`src/rtl/puf_pkg.sv`:
```
// Shared definitions for the arbiter PUF challenge sequencer.
// State encoding, settle floor and response bit-order convention.
package puf_pkg;

    typedef logic [2:0] state_t;

    localparam state_t ST_IDLE   = 3'd0;
    localparam state_t ST_LOAD   = 3'd1;
    localparam state_t ST_PREP   = 3'd2;
    localparam state_t ST_SETTLE = 3'd3;
    localparam state_t ST_SAMPLE = 3'd4;
    localparam state_t ST_STEP   = 3'd5;
    localparam state_t ST_DONE   = 3'd6;

    // Two synchronizer flops plus one margin cycle must fit inside SETTLE.
    localparam int MIN_SETTLE_CYCLES = 3;

    // First challenge's response lands in the MSB of the response word.
    localparam bit FIRST_RESP_MSB = 1'b1;

endpackage

```
`src/rtl/puf_sync.sv`:
```
// Two-flop synchronizer for the asynchronous arbiter response.
// Latency 2 clocks; resets both flops to 0.
module puf_sync (
    input  logic clk,
    input  logic reset,
    input  logic d,
    output logic q
);

    logic meta;

    always_ff @(posedge clk or posedge reset) begin
        if (reset) begin
            meta <= 1'b0;
            q    <= 1'b0;
        end else begin
            meta <= d;
            q    <= meta;
        end
    end

endmodule

```
`src/rtl/puf_challenge_sequencer.sv`:
```
// Run controller: seeds the challenge LFSR, launches/samples each race, packs the bits.
// Each bit costs SETTLE_CYCLES+3 clocks; the finished word waits in DONE until resp_ready.
module puf_challenge_sequencer
    import puf_pkg::*;
#(
    parameter int WIDTH          = 8,
    parameter int NUM_CHALLENGES = 16,
    parameter int SETTLE_CYCLES  = 4
) (
    input  logic                      clk,
    input  logic                      reset,
    input  logic                      start,
    input  logic [WIDTH-1:0]          seed,
    output logic                      lfsr_load,
    output logic [WIDTH-1:0]          lfsr_seed,
    output logic                      lfsr_inc,
    output logic                      puf_launch,
    input  logic                      puf_response,
    output logic [NUM_CHALLENGES-1:0] resp_data,
    output logic                      resp_valid,
    input  logic                      resp_ready,
    output logic                      busy
);

    // Settle window is clamped so the synchronizer always sees the settled level.
    localparam int SETTLE_EFF = (SETTLE_CYCLES < MIN_SETTLE_CYCLES) ? MIN_SETTLE_CYCLES
                                                                    : SETTLE_CYCLES;
    localparam int CNT_W = $clog2(SETTLE_EFF + 1);
    localparam int IDX_W = $clog2(NUM_CHALLENGES + 1);

    localparam logic [CNT_W-1:0] CNT_LAST = CNT_W'(SETTLE_EFF - 1);
    localparam logic [IDX_W-1:0] IDX_LAST = IDX_W'(NUM_CHALLENGES - 1);

    state_t                    state;
    state_t                    state_nxt;
    logic [CNT_W-1:0]          settle_cnt;
    logic [IDX_W-1:0]          bit_idx;
    logic [NUM_CHALLENGES-1:0] resp_q;
    logic [WIDTH-1:0]          seed_q;
    logic                      sync_resp;

    puf_sync u_sync (
        .clk   (clk),
        .reset (reset),
        .d     (puf_response),
        .q     (sync_resp)
    );

    always_comb begin
        state_nxt = state;
        case (state)
            ST_IDLE:   if (start) state_nxt = ST_LOAD;
            ST_LOAD:   state_nxt = ST_PREP;
            ST_PREP:   state_nxt = ST_SETTLE;
            ST_SETTLE: if (settle_cnt == CNT_LAST) state_nxt = ST_SAMPLE;
            ST_SAMPLE: state_nxt = (bit_idx == IDX_LAST) ? ST_DONE : ST_STEP;
            ST_STEP:   state_nxt = ST_PREP;
            ST_DONE:   if (resp_ready) state_nxt = ST_IDLE;
            default:   state_nxt = ST_IDLE;
        endcase
    end

    always_ff @(posedge clk or posedge reset) begin
        if (reset) begin
            state      <= ST_IDLE;
            settle_cnt <= '0;
            bit_idx    <= '0;
            resp_q     <= '0;
            seed_q     <= '0;
        end else begin
            state <= state_nxt;
            case (state)
                ST_IDLE: begin
                    if (start) begin
                        seed_q  <= seed;
                        resp_q  <= '0;
                        bit_idx <= '0;
                    end
                end
                ST_PREP:   settle_cnt <= '0;
                ST_SETTLE: settle_cnt <= settle_cnt + CNT_W'(1);
                ST_SAMPLE: begin
                    // Cast-truncation keeps this legal for a one-bit word.
                    if (FIRST_RESP_MSB)
                        resp_q <= NUM_CHALLENGES'({resp_q, sync_resp});
                    else
                        resp_q <= NUM_CHALLENGES'({sync_resp, resp_q} >> 1);
                    bit_idx <= bit_idx + IDX_W'(1);
                end
                default: ;
            endcase
        end
    end

    assign lfsr_load  = (state == ST_LOAD);
    assign lfsr_inc   = (state == ST_STEP);
    assign puf_launch = (state == ST_SETTLE);
    assign resp_valid = (state == ST_DONE);
    assign busy       = (state != ST_IDLE);
    assign lfsr_seed  = seed_q;
    assign resp_data  = resp_q;

endmodule

```
`config.mk`:
```
export PLATFORM = sky130hd
export DESIGN_NAME = puf_challenge_sequencer
export DESIGN_NICKNAME = d
export VERILOG_FILES = /design/src/rtl/puf_pkg.sv /design/src/rtl/puf_sync.sv /design/src/rtl/puf_challenge_sequencer.sv
export SDC_FILE = /design/constraint.sdc
export NUM_CORES = 1
export LEC_CHECK = 0
export BUFFER_PORTS_ARGS = -buffer_cell sky130_fd_sc_hd__buf_2
export CORE_MARGIN = 2
export CORE_UTILIZATION = 51
export CTS_CLUSTER_SIZE = 16
export DETAILED_ROUTE_END_ITERATION = 6
export PLACE_DENSITY = 0.76
export SKIP_CTS_REPAIR_TIMING = 1
export SLEW_MARGIN = 10
export SYNTH_ARGS = -nofsm -noshare
export SYNTH_HDL_FRONTEND = slang
export SYNTH_HIERARCHICAL = 1
export SYNTH_SLANG_ARGS = --single-unit
export TNS_END_PERCENT = 50
```
`constraint.sdc`:
```
create_clock -name clk -period 2.1 [get_ports clk]
set_clock_uncertainty 0.05 [all_clocks]
set_input_delay 0.105 -clock clk [delete_from_list [all_inputs] [get_ports clk]]
set_output_delay 0.105 -clock clk [all_outputs]
set_load 0.01 [all_outputs]
```
# == Word level (Yosys, flattened, before mapping) ==
# Cells that the tools add are included.
# totals
ff_bits,37
input_bits,13
out_inout_bits,29
wordCells,38
# classes
n_addsub,2
eq_ne,11
muxes,10
reduce_logical,8
# ops
operator,n
$pmux W16 S2,1
$pmux W3 S6,1
$mux W16,1
$pmux W5 S2,1
$eq A3 B2 Y1 const B,3
$eq A3 B3 Y1 const B,3
$mux W3,3
$pmux W3 S2,1
$add A5 B1 Y5 const B,1
$eq A5 B4 Y1 const B,1
$mux W5,1
$ne A2 B1 Y1 const B,2
$reduce_and A2 Y1,2
$reduce_bool A2 Y1,2
$add A3 B1 Y3 const B,1
$eq A3 B1 Y1 const B,1
$logic_not A3 Y1,1
$reduce_and A3 Y1,1
$reduce_bool A3 Y1,1
$mux W2,1
$ne A2 B2 Y1 const B,1
$reduce_or A2 Y1,1

# == Longest topological paths before layout ==
# logic_depth
ltp_word,3
depth_mapped,5
mapped_depth_nobuf,5

# == Hierarchy ==
# Netlist, hierarchy kept.
# by_module_without_submodules
mod,n_inst,cells_per_inst,area_per_inst_um2,seq_area_each_um2
puf_challenge_sequencer,1,111,1480.2,875.8
puf_sync,1,3,53.8,50.0

# == Worst setup path before layout ==
# OpenSTA, ideal clock, no wires.
# synth_path
kind,register to register
from,register state[0]
to,register bit_idx[0]
setup_ns,0.125
t_arrival_ns,1.416
required_ns,1.925
setup_slack_ns,0.509
stages_incl_launch_ff,6
path_buffers,2
synth_period_minus_slack_ns,1.591
path_cell_list,dfrtp_1 buf_6 nor4b_4 nor2_2 buf_6 mux2_2
# synth_between
elab_chain_cells,3
word_cells_on_any_way,6
classes_between,eq/ne: 2; mux: 1; reduce/logical: 3
# synth_lines
element,line,text
start: declaration,puf_challenge_sequencer.sv:34,state_t state;
start signal: assignment,puf_challenge_sequencer.sv:71,state <= state_nxt;
$eq A3 B3 Y1 or $logic_not A3 Y1 (tied branches),puf_challenge_sequencer.sv:72,case (state)
$reduce_bool A2 Y1 (no source line) or $ne A2 B2 Y1 (tied branches),n/a,
$reduce_and A2 Y1 (no source line),n/a,
end signal: assignment,puf_challenge_sequencer.sv:88,bit_idx <= bit_idx + IDX_W'(1);
end: declaration,puf_challenge_sequencer.sv:37,logic [IDX_W-1:0] bit_idx;
# Several ways; a longest one is shown, not always the timed one.
# A chain may end at the register's enable or synchronous reset.

# == Worst setup path after layout ==
# layout_path
from,register state[2]
to,register bit_idx[0]
# Same word-level chain as after synthesis.

==> qor.csv <==
metric;value;unit
Finished Layout Cells;200;
PwrDens;1050;mW/mm^2
H-tree level count;2;
fin crit period;1.72;ns
Synth Net Count;131;
worst-path cell chain;nor3b_2 -> nor2_2 -> mux2_2;
CP endpoint kind;flip-flop;
WP data required;2.33;ns
Tightest Hold Check Type;input pin to flip-flop;
Worst-Margin Slew;0.734;ns
DRT iter0 DRCs;23;
synthesized area;0.00153;sq mm
fill count;216;
synthesized flop and latch total;37;
CP Buf/Inv Count;0;
largest net degree at the start of global routing;36;
final net count;185;
multi-input logic area;542;sq um
GRT Util Overall;18.3;%
DR DRC count;0;
hpwl dp;1.93;mm
area post-placement;0.00175;sq mm
first-pass GRT wire length;4.56;mm
setup tns final;0;ns
Root Driver;clkbuf_4;
Die Wd;58.8;microns
maxcap violations;0;
slowest CP cell;nor2_2;
mean area per synthesized cell;13.5;sq um
Largest delay share family, worst path;simple AND/OR/NAND/NOR gates;
Rel. slew slack;51.0;%
status;finished, final reports clean;
vias in the first global route;981;
Leak;0.999;nW
Top Ports;42;
Port Buf Inserts;41;
register area;926;sq um
total number of vias;1100;
P&R area growth vs syn;25.4;%
CP Class;flip-flop to flip-flop;
fmax;582;MHz
# rows;19;
cells on worst reg2reg path;3;
period utilisation layout;81.8;%
Placed Instances;182;
crit path max fanout;20;
Warnings, synthesis;6;
initial antenna violation count;0;
CP arrival;1.95;ns
Clock Latency Late Sink;0.34;ns
Tot Pwr;2.01;mW
gr ovfl total;0;
Slew Limit Fails;0;
r2r setup slk;0.38;ns
post-synthesis instance total;114;
Initial Util;54.7;%
CTS sink cnt;37;
worst hold path stage count;4;
Antenna diodes;0;
final core occ;68.6;%
TritonCTS clock tree;done;
Critical Path Source Type;flip-flop;
layout cell share with drive strength beyond 1;39.1;%
Reg clk slew, reported paths;0.10;ns
Longest Clk Path Bufs;2;
DR pass1 iterations;4;
drt wl/cell;14.4;microns
Synth cell types;28;
RSZ-0062 raised after global routing;no;
Die H;58.8;microns
die area;0.00346;sq mm
# setup viols final;0;
post-synthesis sequential area ratio;60.4;%
core area;0.00281;sq mm
gpl congestion;0.738;
Design Area, Final;0.00192;sq mm
DR vias/cell;5.50;
Critical Path Stages;3;
peak supply drop;757;uV
final WL;2.88;mm
number of buffers created by CTS;5;
post-route ant nets;0;
slowest cell delay on critical path;0.60;ns
Final Hold Fails;0;
layout by cell type, fill, tap and decap left out, types with 2 or more instances in the layout:
cell,count
buf_4,3
dlygate4sd3_1,10
o21ai_0,4
inv_1,5
nand3_1,2
ha_1,4
buf_2,41
a21oi_1,2
a22o_1,18
nor2_1,2
mux2_2,10
clkbuf_8,2
dfrtp_1,37
clkbuf_4,5
nand2_1,6
and3_1,2
final cells by class:
type	count	area share, %
clock buffers	7	3.38
clock inverters	1	0.260
inverters	5	0.976
multi-input cells	65	28.2
flip-flops and latches	37	48.1
well taps	31	2.02
repair buffers	54	17.0
Yosys cell counts, drive strengths merged:
cell type / instances / area (sq um)
ha: 4 / 50.1
nor3b: 2 / 15.0
dfrtp: 37 / 926
xnor2: 1 / 8.76
inv: 5 / 18.8
buf: 6 / 48.8
a22o: 18 / 158
mux2i: 1 / 10.0
nor4b: 1 / 23.8
nand3: 2 / 10.0
o31ai: 1 / 7.51
nor2: 3 / 13.8
a22oi: 1 / 7.51
nor3: 1 / 5.00
o22ai: 1 / 6.26
o21ai: 4 / 20.0
o2bb2ai: 1 / 8.76
nand2: 6 / 22.5
or3b: 1 / 11.3
nand2b: 1 / 6.26
a21oi: 2 / 10.0
or3: 1 / 6.26
mux2: 11 / 124
and3: 2 / 12.5
clkbuf: 1 / 3.75
logic make-up after synthesis:
family	synth area share (%)
buffers and inverters	4.65
AOI/OAI and AO/OA	14.2
muxes	8.73
DFF	60.4
xor gates and xnor gates	0.571
and+or+nand+nor	8.24
adders and majority gates	3.26
worst min-delay path: stages:
cell and delay, ns:
buf_2 0.09, nand2_1 0.05, nand3_1 0.06, o21ai_0 0.08
routing by layer:
metal | GRT usage, % | wire length [microns] | vias up
li1 | - | - | 526
met1 | 22.0 | 1240 | 549
met2 | 29.2 | 1490 | 20
met3 | 5.93 | 97 | 5
met4 | 9.74 | 49 | 0
met5 | 0 | 0 | -
metrics by stage:
| stage | hold WS (ns) | worst slack (ns) |
|---|---|---|
| after floorplan | -0.204 | 0.509 |
| after global placement | -0.0871 | 0.454 |
| after detailed placement | -0.0761 | 0.386 |
| after CTS | -0.463 | 0.367 |
| after global routing | 0.0553 | 0.239 |
| final | 0.0432 | 0.381 |
path summary, 6_finish.rpt:
kind | startpoint | end
worst min register to register | u_sync/meta | u_sync/q
worst max-delay path | state[2] | bit_idx[0]
min in group asynchronous | reset | u_sync/meta
worst max register to register | state[2] | bit_idx[0]
worst min-delay path | resp_ready | state[2]
max in group asynchronous | reset | resp_data[5]
where the power goes:
part | total [mW] | leakage [nW] | internal, mW | switching [mW]
sequential | 1.01 | 0.484 | 0.867 | 0.144
combinational | 0.581 | 0.473 | 0.292 | 0.289
clock | 0.419 | 0.0413 | 0.194 | 0.225
sequential cells by signal (all words and copies together), names as in the netlist:
signal       cells
bit_idx          5
settle_cnt       3
state            3
lfsr_seed        8
u_sync/q         1
u_sync/meta      1
resp_data       16
(Power assumes the default switching activity.)
